==> src/rtl/fib_timer_source_pkg.sv <==
// Shared definitions for the Fibonacci/timer producer stage and its consumers.
// Holds the FSM state encoding, mode selectors and the value-range constants.
package fib_timer_source_pkg;

    localparam int DATA_WIDTH    = 16;
    // F24 is the largest Fibonacci term that still fits in 16 bits.
    localparam int FIB_LAST_TERM = 46368;

    localparam logic MODE_FIB = 1'b0;
    localparam logic MODE_TMR = 1'b1;

    typedef enum logic [1:0] {
        ST_IDLE   = 2'd0,
        ST_RUN    = 2'd1,
        ST_STALL  = 2'd2,
        ST_FINISH = 2'd3
    } state_e;

endpackage

==> src/rtl/fib_timer_source_fib_step.sv <==
// Combinational Fibonacci step: next term from (cur, nxt) plus last-term detect.
// The sum is formed one bit wider so a carry out saturates instead of wrapping.
module fib_timer_source_fib_step
    import fib_timer_source_pkg::*;
#(
    parameter int WIDTH    = DATA_WIDTH,
    parameter int FIB_LAST = FIB_LAST_TERM
) (
    input  logic [WIDTH-1:0] cur_i,
    input  logic [WIDTH-1:0] nxt_i,
    output logic [WIDTH-1:0] next_o,
    output logic             last_o
);

    logic [WIDTH:0] sum_s;

    // Widened add; the saturated value only ever lands in nxt after the last term.
    always_comb begin
        sum_s = {1'b0, cur_i} + {1'b0, nxt_i};
        if (sum_s[WIDTH]) begin
            next_o = {WIDTH{1'b1}};
        end else begin
            next_o = sum_s[WIDTH-1:0];
        end
        last_o = (cur_i == WIDTH'(FIB_LAST));
    end

endmodule

==> src/rtl/fib_timer_source.sv <==
// Producer stage feeding the clk_1 write port of the clock-crossing buffer.
// Emits a Fibonacci or countdown stream, one strobed value per cycle, under back-pressure.
module fib_timer_source
    import fib_timer_source_pkg::*;
#(
    parameter int WIDTH    = DATA_WIDTH,
    parameter int FIB_LAST = FIB_LAST_TERM
) (
    input  logic             clk_1,
    input  logic             rst,
    input  logic             start,
    input  logic             mode,
    input  logic [WIDTH-1:0] prog_in,
    input  logic             stop,
    input  logic             buffer_full,
    output logic [WIDTH-1:0] data_1,
    output logic             data_1_en,
    output logic             busy,
    output logic             done
);

    localparam logic [WIDTH-1:0] ZERO_V = {WIDTH{1'b0}};
    localparam logic [WIDTH-1:0] ONE_V  = {{(WIDTH-1){1'b0}}, 1'b1};

    state_e           state_q, state_d;
    logic             mode_q, mode_d;
    logic [WIDTH-1:0] cur_q, cur_d;
    logic [WIDTH-1:0] nxt_q, nxt_d;
    logic [WIDTH-1:0] data_q, data_d;
    logic             en_q, en_d;
    logic             busy_q, busy_d;
    logic             done_q, done_d;

    logic [WIDTH-1:0] fib_next_s;
    logic             fib_last_s;
    logic             is_last_s;

    fib_timer_source_fib_step #(
        .WIDTH    (WIDTH),
        .FIB_LAST (FIB_LAST)
    ) u_fib_step (
        .cur_i  (cur_q),
        .nxt_i  (nxt_q),
        .next_o (fib_next_s),
        .last_o (fib_last_s)
    );

    // Next-state and next-output logic; stop outranks back-pressure, which outranks advance.
    always_comb begin
        state_d = state_q;
        mode_d  = mode_q;
        cur_d   = cur_q;
        nxt_d   = nxt_q;
        data_d  = data_q;
        en_d    = 1'b0;
        done_d  = 1'b0;

        if (mode_q == MODE_FIB) begin
            is_last_s = fib_last_s;
        end else begin
            is_last_s = (cur_q == ZERO_V);
        end

        case (state_q)
            ST_IDLE: begin
                if (start && !stop) begin
                    state_d = ST_RUN;
                    mode_d  = mode;
                    if (mode == MODE_FIB) begin
                        cur_d = ZERO_V;
                        nxt_d = ONE_V;
                    end else begin
                        cur_d = prog_in;
                        nxt_d = ZERO_V;
                    end
                end else begin
                    state_d = ST_IDLE;
                end
            end
            ST_RUN: begin
                if (stop) begin
                    state_d = ST_IDLE;
                end else if (buffer_full) begin
                    state_d = ST_STALL;
                end else begin
                    data_d = cur_q;
                    en_d   = 1'b1;
                    if (is_last_s) begin
                        state_d = ST_FINISH;
                    end else if (mode_q == MODE_FIB) begin
                        cur_d = nxt_q;
                        nxt_d = fib_next_s;
                    end else begin
                        cur_d = cur_q - ONE_V;
                    end
                end
            end
            ST_STALL: begin
                if (stop) begin
                    state_d = ST_IDLE;
                end else if (!buffer_full) begin
                    state_d = ST_RUN;
                end else begin
                    state_d = ST_STALL;
                end
            end
            ST_FINISH: begin
                done_d  = 1'b1;
                state_d = ST_IDLE;
            end
            default: begin
                state_d = ST_IDLE;
            end
        endcase

        busy_d = (state_d == ST_RUN) || (state_d == ST_STALL);
    end

    // State and output registers with synchronous active-low reset.
    always_ff @(posedge clk_1) begin
        if (!rst) begin
            state_q <= ST_IDLE;
            mode_q  <= MODE_FIB;
            cur_q   <= ZERO_V;
            nxt_q   <= ZERO_V;
            data_q  <= ZERO_V;
            en_q    <= 1'b0;
            busy_q  <= 1'b0;
            done_q  <= 1'b0;
        end else begin
            state_q <= state_d;
            mode_q  <= mode_d;
            cur_q   <= cur_d;
            nxt_q   <= nxt_d;
            data_q  <= data_d;
            en_q    <= en_d;
            busy_q  <= busy_d;
            done_q  <= done_d;
        end
    end

    assign data_1    = data_q;
    assign data_1_en = en_q;
    assign busy      = busy_q;
    assign done      = done_q;

endmodule

==> config.mk <==
export PLATFORM = sky130hd
export DESIGN_NAME = fib_timer_source
export DESIGN_NICKNAME = d
export VERILOG_FILES = /design/src/rtl/fib_timer_source_pkg.sv /design/src/rtl/fib_timer_source_fib_step.sv /design/src/rtl/fib_timer_source.sv
export SDC_FILE = /design/constraint.sdc
export NUM_CORES = 1
export LEC_CHECK = 0
export BUFFER_PORTS_ARGS = -buffer_cell sky130_fd_sc_hd__buf_2
export CAP_MARGIN = 20
export CORE_ASPECT_RATIO = 1.75
export CORE_MARGIN = 2
export CORE_UTILIZATION = 54
export DETAILED_ROUTE_END_ITERATION = 10
export PLACE_DENSITY_LB_ADDON = 0.1
export REMOVE_ABC_BUFFERS = 1
export SETUP_SLACK_MARGIN = 0.5
export SLEW_MARGIN = 10
export SYNTH_ARGS = -nofsm -noshare
export SYNTH_HDL_FRONTEND = slang
export SYNTH_SLANG_ARGS = --single-unit
==> constraint.sdc <==
create_clock -name clk_1 -period 6.3 [get_ports clk_1]
set_input_delay 0.63 -clock clk_1 [delete_from_list [all_inputs] [get_ports clk_1]]
set_output_delay 0.63 -clock clk_1 [all_outputs]
set_load 0.05 [all_outputs]
==> impl_results.md, run 1 <==
- Mean area per synthesized cell: 7.52 um^2
- Reg2reg start: cur_q[1]
- CTS tree: built
- Final setup vio count: 0
- Post-synth cell types: 62
- Die height: 111 um
- RSZ-0062 raised after global routing: no
- Number of clock sinks: 54
- DR DRC count: 0
- GRT met2 Usage: 0.437
- WHS Endpoint: data_1[6]
- Nets: 529
- Register area share after synthesis: 0.307
- Max incr delay on CP: 0.76 ns
- Max-slew violation count: 0
- Share of the synthesized area in the top cell type: 0.307
- Synth area leader: dfxtp_1
- Post-CTS setup buffers: 0
- Post-cts sizing count: 0
- Drt wl/cell: 16.0 um
- Crit path cell chain: inv_1 > ha_1 > or4b_4 > or4_4 > o211ai_2 > a311oi_1 > a211oi_1
- Num CTS Buffers: 5
- LEAKAGE: 0.00155 uW
- CP Data Arrival Time: 3.29 ns
- Fraction of registers with async set/reset: 0
- Largest fanout on the critical path: 20
- Antenna violations before repair: 0
- Ys Warns: 0
- Slew @ Worst Pin: 1.04 ns
- Initial drt markers: 215
- Outcome: complete, no violations
- Die Wd: 65.0 um
- Critical path buffer and inverter count: 1
- Hold Vio Cnt, Final: 0
- Grt ovf: 0
- Largest net degree at the start of global routing: 41
- Pre-antenna DRT Iters: 5
- Area added between synthesis and finish: 8.36%
- Cell with the most instances after synthesis: nand2_1
- VDD IR-drop max: 0.105 mV
- Crit end category: register
- CP top delay family: compound AO/OA/AOI/OAI gates
- PwrDens: 186 nW/um^2
- Fin Clk Skew: 0.00902 ns
- Share of cells above drive strength 1: 0.124
- Max-cap violations: 0
- Synthesized area: 3520 um^2
- Worst-path clk slew: 0.10 ns
- Design Power: 708 uW
- Number of buffers added on ports: 40
- Core Area: 6230 um^2
- Row cnt: 38
- Boundary Pins: 41
- Required time of the critical path: 6.51 ns
- Antenna Nets Post-Route: 0
- Synth area leaders: dfxtp_1 (31%), nand2_1 (8.2%), a21oi_1 (7.5%), ha_1 (6.0%), o21ai_0 (5.1%)
- Yosys reg bits: 54
- R2r setup slk: 3.22 ns
- TNS Setup: 0 ns
- ANT cells: 0
- Vias in the first global route: 3259
- Crit-path slowest cell: o211ai_2
- GRT met3 Usage: 0.0325
- Post-synth top cells: nand2_1 (77), dfxtp_1 (54), a21oi_1 (53), nor2_1 (36), o21ai_0 (36)
- Total wire length: 9.14 mm
- Post-synth EDFFs: 0
- Tmin final: 3.08 ns
- CP Depth: 7
- CP startpoint kind: register
- Cell count after synthesis: 468
- First-pass GRT wire length: 15.4 mm
- R2R Path End: cur_q[0]
- GRT Total Usage: 0.264
- Slew headroom: 0.306
- Min-delay worst type: reg -> reg
- Starting density of the core: 0.565
- Worst hold path stage count: 2
- Die area: 7200 um^2
- CTS Hold Bufs: 0
- H-Tree Depth: 2
- Crit share post-route: 0.489
- Clock Latency Late Sink: 0.32 ns
- DR vias/cell: 6.12
- Max Root-Sink Buffers: 2
- Gr busiest metal: met2
- DP HPWL: 6.91 mm
- RePlAce Congestion: 0.876
- Reg2reg path depth: 7
- Crit path kind: reg -> reg
- Ys flop type: dfxtp_1
- Worst Min Path Start: data_1[6]
- Clock root buffer: clkbuf_8
- # fillers: 640
- Fmax: 325 MHz
- Met1 Usage GRT: 0.331
- Routed via count: 3487
through the flow:
stage                util  worst slack, ns  hold WS, ns  cell area (um^2)  std cells
finish              0.612             3.22        0.455              3810        570
global route        0.612             3.09        0.479              3810        570
CTS                 0.610             3.25        0.460              3800        568
detailed placement  0.592             3.27        0.446              3690        560
global placement    0.592             3.30        0.440              3690        560
floorplan               -             3.72        0.431              3370        438
how the worst max path moves through the flow:
stage               startpoint   endpoint  slack [ns]
finish                cur_q[1]   cur_q[0]        3.22
detailed placement    cur_q[1]   cur_q[0]        3.27
CTS                   cur_q[1]   cur_q[0]        3.25
global placement      cur_q[0]   nxt_q[0]        3.30
global route          cur_q[1]  cur_q[14]        3.09
floorplan             cur_q[1]   cur_q[9]        3.72
kinds of logic (layout without fill, tap and decap cells):
logic type               Yosys count  in the layout  share of synthesized area
multiplexers                       6              6                     0.0174
AND/OR/NAND/NOR                  181            181                      0.248
XOR/XNOR                           7              7                     0.0174
AO/OA/AOI/OAI                    162            162                      0.292
buffers and inverters             40             62                     0.0519
adder cells (fa/ha/maj)           18             18                     0.0662
flip-flops                        54             54                      0.307
registers in the layout, indices dropped and copies added (netlist names):
| signal | flops |
|---|---|
| nxt_q | 16 |
| done | 1 |
| busy | 1 |
| cur_q | 16 |
| data_1 | 16 |
| data_1_en | 1 |
| mode_q | 1 |
| state_q | 2 |
layer usage:
metal / share of wire / up-vias
li1: - / 1761
met1: 0.43 / 1615
met2: 0.50 / 97
met3: 0.041 / 14
met4: 0.026 / 0
met5: 0 / -
worst reg2reg max path, delay by kind of cell, from the launching register on:
family | cells | cell delay [ns]
AO/OA/AOI/OAI | 3 | 1.17
AND/OR/NAND/NOR | 2 | 1.08
adder cells (fa/ha/maj) | 1 | 0.21
flip-flops | 1 | 0.42
buffers and inverters | 1 | 0.11
where the power goes:
group	leakage [uW]	internal, uW	total (uW)	switching (uW)
logic	0.00106	39.9	110	70.4
clock network	0.0000504	118	235	117
registers	0.000437	349	363	13.8
cell type report:
class	instances	area (um^2)	area share
clock buffers	5	68.8	0.0181
flip-flops and latches	54	1080	0.284
inverters	10	37.5	0.00985
multi-input cells	374	2250	0.591
clock inverters	3	45.0	0.0118
repair buffers	44	225	0.0591
well taps	80	100	0.0263
layout by cell type (no fill, tap or decap), types with 2 or more instances in the layout:
| cell type | netlist | layout |
|---|---|---|
| a211oi_1 | 11 | 11 |
| a21o_1 | 6 | 6 |
| a21oi_1 | 53 | 53 |
| a2bb2oi_1 | 2 | 2 |
| a311oi_1 | 5 | 5 |
| a31oi_1 | 13 | 13 |
| a32oi_1 | 3 | 3 |
| and2_1 | 3 | 3 |
| and3_1 | 3 | 3 |
| buf_2 | 2 | 42 |
| buf_4 | 1 | 2 |
| clkbuf_8 | 0 | 5 |
| clkinvlp_4 | 0 | 2 |
| dfxtp_1 | 54 | 54 |
| ha_1 | 17 | 17 |
| inv_1 | 10 | 10 |
| mux2i_1 | 5 | 5 |
| nand2_1 | 77 | 77 |
| nand2b_1 | 5 | 5 |
| nand3_1 | 14 | 14 |
| nand3b_1 | 6 | 6 |
| nand4_1 | 3 | 3 |
| nand4b_1 | 3 | 3 |
| nor2_1 | 36 | 36 |
| nor2b_1 | 6 | 6 |
| nor3_1 | 11 | 11 |
| nor4_1 | 2 | 2 |
| o211ai_1 | 6 | 6 |
| o211ai_2 | 2 | 2 |
| o21a_1 | 5 | 5 |
| o21ai_0 | 36 | 36 |
| o31ai_1 | 4 | 4 |
| o41ai_1 | 2 | 2 |
| or3_1 | 3 | 3 |
| xnor2_1 | 5 | 5 |
| xor2_1 | 2 | 2 |
No activity file was read; power rests on OpenSTA's default activity.
==> run 2: changes to the inputs <==
Settings changed: CORE_UTILIZATION 54 to 53.
Clock period 6.3 ns to 2.7 ns, I/O delays scaled along.
==> impl_results.md, run 2 (synthesis results as in run 1) <==
- Most common cell after layout, fill and taps aside: nand2_1 (unchanged)
- Number of clock sinks: 54 (unchanged)
- Metal-1 WL: 4.10 mm (was 3.95 mm)
- Total wire length: 10.2 mm (was 9.14 mm)
- Max Root-Sink Buffers: 2 (unchanged)
- Crit path kind: reg -> reg (unchanged)
- LEAKAGE: 0.00182 uW (was 0.00155 uW)
- R2R Path End: cur_q[6] (was cur_q[0])
- Die height: 112 um (was 111 um)
- Clock root buffer: clkbuf_16 (was clkbuf_8)
- CP Data Arrival Time: 2.54 ns (was 3.29 ns)
- Worst hold path stage count: 3 (was 2)
- Sw Share: 0.286 (was 0.284)
- Boundary Pins: 41 (unchanged)
- Fmax: 426 MHz (was 325 MHz)
- DR DRC count: 0 (unchanged)
- Worst-path clk slew: 0.07 ns (was 0.10 ns)
- TNS Setup: 0 ns (unchanged)
- Die Wd: 65.6 um (was 65.0 um)
- CTS Hold Bufs: 0 (unchanged)
- VDD IR-drop max: 0.254 mV (was 0.105 mV)
- Final setup vio count: 0 (unchanged)
- Most frequent cells in the layout: nand2_1 (64), a21oi_1 (51), dfxtp_1 (49) (was nand2_1 (77), dfxtp_1 (54), a21oi_1 (53))
- Hold Vio Cnt, Final: 0 (unchanged)
- CP Launch Point: cur_q[1] (unchanged)
- Required time of the critical path: 2.89 ns (was 6.51 ns)
- Clock Latency Late Sink: 0.30 ns (was 0.32 ns)
- Antenna violations before repair: 0 (unchanged)
- Largest net degree at the start of global routing: 28 (was 41)
- Core Area: 6490 um^2 (was 6230 um^2)
- Fin Clk Skew: 0.00538 ns (was 0.00902 ns)
- Reg2reg start: cur_q[1] (unchanged)
- DP HPWL: 7.33 mm (was 6.91 mm)
- CP top delay family: simple AND/OR/NAND/NOR gates (was compound AO/OA/AOI/OAI gates)
- Nets: 566 (was 529)
- Row cnt: 39 (was 38)
- Outcome: complete, no violations (unchanged)
- RePlAce Congestion: 0.926 (was 0.876)
- Min-delay worst type: in -> reg (was reg -> reg)
- Tmin final: 2.35 ns (was 3.08 ns)
- Share of cells above drive strength 1: 0.252 (was 0.124)
- NetSw: 524 uW (was 201 uW)
- Crit share post-route: 0.870 (was 0.489)
- Final std cells w/o fill: 609 (was 570)
- R2r setup slk: 0.35 ns (was 3.22 ns)
- Met3 Wirelength: 469 um (was 371 um)
- Largest fanout on the critical path: 12 (was 20)
- Drt wl/cell: 16.7 um (was 16.0 um)
- ANT cells: 0 (unchanged)
- Int Pwr: 1310 uW (was 507 uW)
- Placed cells: 587 (was 560)
- Routed length on met2: 5.25 mm (was 4.58 mm)
- RSZ-0062 raised after global routing: yes (was no)
- GRT Total Usage: 0.281 (was 0.264)
- Initial drt markers: 209 (was 215)
- Area added between synthesis and finish: 23.1% (was 8.36%)
- Worst Setup Slack, final: 0.350 ns (was 3.22 ns)
- Comb pwr share: 0.192 (was 0.156)
- Antenna Nets Post-Route: 0 (unchanged)
- CP Depth: 7 (unchanged)
- Num CTS Buffers: 5 (unchanged)
- # fillers: 575 (was 640)
- Die area: 7330 um^2 (was 7200 um^2)
- Setup slack at placement: 0.133 ns (was 3.27 ns)
- Max-slew violation count: 0 (unchanged)
- PwrDens: 424 nW/um^2 (was 186 nW/um^2)
- Vias in the first global route: 3479 (was 3259)
- Crit path cell chain: inv_4 > ha_4 > or4b_4 > or4_4 > buf_4 > o211a_4 > a32o_1 (was inv_1 > ha_1 > or4b_4 > or4_4 > o211ai_2 > a311oi_1 > a211oi_1)
- Max incr delay on CP: 0.50 ns (was 0.76 ns)
- Max-cap violations: 0 (unchanged)
- Hold_ws: 0.266 ns (was 0.455 ns)
- CTS tree: built (unchanged)
- Routed via count: 3729 (was 3487)
- Crit-path slowest cell: or4_4 (was o211ai_2)
- Design Power: 1830 uW (was 708 uW)
- H-Tree Depth: 2 (unchanged)
- Number of buffers added on ports: 40 (unchanged)
- Reg2reg path depth: 7 (unchanged)
- Slew @ Worst Pin: 0.903 ns (was 1.04 ns)
- Slew headroom: 0.398 (was 0.306)
- Seq pwr share: 0.459 (was 0.512)
- Starting density of the core: 0.542 (was 0.565)
- Crit end category: register (unchanged)
- Grt ovf: 0 (unchanged)
- Top Metal Used: met4 (unchanged)
- Critical path buffer and inverter count: 2 (was 1)
- CP startpoint kind: register (unchanged)
- Clk network pwr share: 0.349 (was 0.332)
- CP endpoint: cur_q[6] (was cur_q[0])
- First-pass GRT wire length: 16.4 mm (was 15.4 mm)
- DR vias/cell: 6.12 (about the same)
- Pre-antenna DRT Iters: 7 (was 5)
-- run 2: cell count changes in the layout (fill, tap and decap cells not counted), moves of 4 or more --
cell / previous run / this run
buf_6: 0 / 4
clkbuf_8: 5 / 0
buf_4: 2 / 35
dfxtp_2: 0 / 4
o21ai_1: 0 / 7
nand2_1: 77 / 64
clkbuf_16: 0 / 5
o21ai_0: 36 / 27
dfxtp_1: 54 / 49
nand2_2: 0 / 10
-- run 2: worst min-delay path, cell delays in order --
cell and delay (ns):
buf_2 0.12, nand3b_1 0.07, a21oi_1 0.06
-- run 2: per-layer routing --
layer,vias up,track usage
met2,142,0.484
met3,33,0.0374
li1,1824,-
met5,-,0
met1,1730,0.338
met4,0,0.131
-- run 2: metrics by stage --
step | area, um^2 | util
after floorplan | 3370 | -
after detailed placement | 3880 | 0.597
after global routing | 4330 | 0.667
final | 4330 | 0.667
after CTS | 4170 | 0.643
after global placement | 3880 | 0.597
-- run 2: power groups by stage --
stage	clock network, uW	logic [uW]	registers (uW)
6_report	640	352	841
3_3_place_gp	0	292	857
3_5_place_dp	0	292	858
2_1_floorplan	0	169	864
4_1_cts	645	324	839
5_1_grt	690	380	843
-- run 2: how the worst min path moves through the flow --
stage / from / end / slack, ns
final: buffer_full / state_q[1] / 0.27
after global routing: buffer_full / state_q[1] / 0.27
after CTS: buffer_full / state_q[1] / 0.27
after detailed placement: data_1[15] / data_1[15] / 0.45
after global placement: data_1[8] / data_1[8] / 0.44
after floorplan: rst / cur_q[3] / 0.41
-- run 2: what timing repair did --
| action | 4_1_cts | 5_1_grt |
|---|---|---|
| setup buffers | 8 | 4 |
| pin swaps | 14 | 15 |
| gates cloned | 2 | 0 |
| resized for setup | 28 | 39 |
| setup endpoints to repair | 34 | 34 |
-- run 2: cell type report --
type	count	area, um^2	area share
Multi-Input combinational cell	374	2410	0.557
Sequential cell	54	1090	0.252
Timing Repair Buffer	81	543	0.125
Clock buffer	6	129	0.0298
Tap cell	82	103	0.0237
Inverter	10	40.0	0.00925
Clock inverter	2	13.8	0.00318
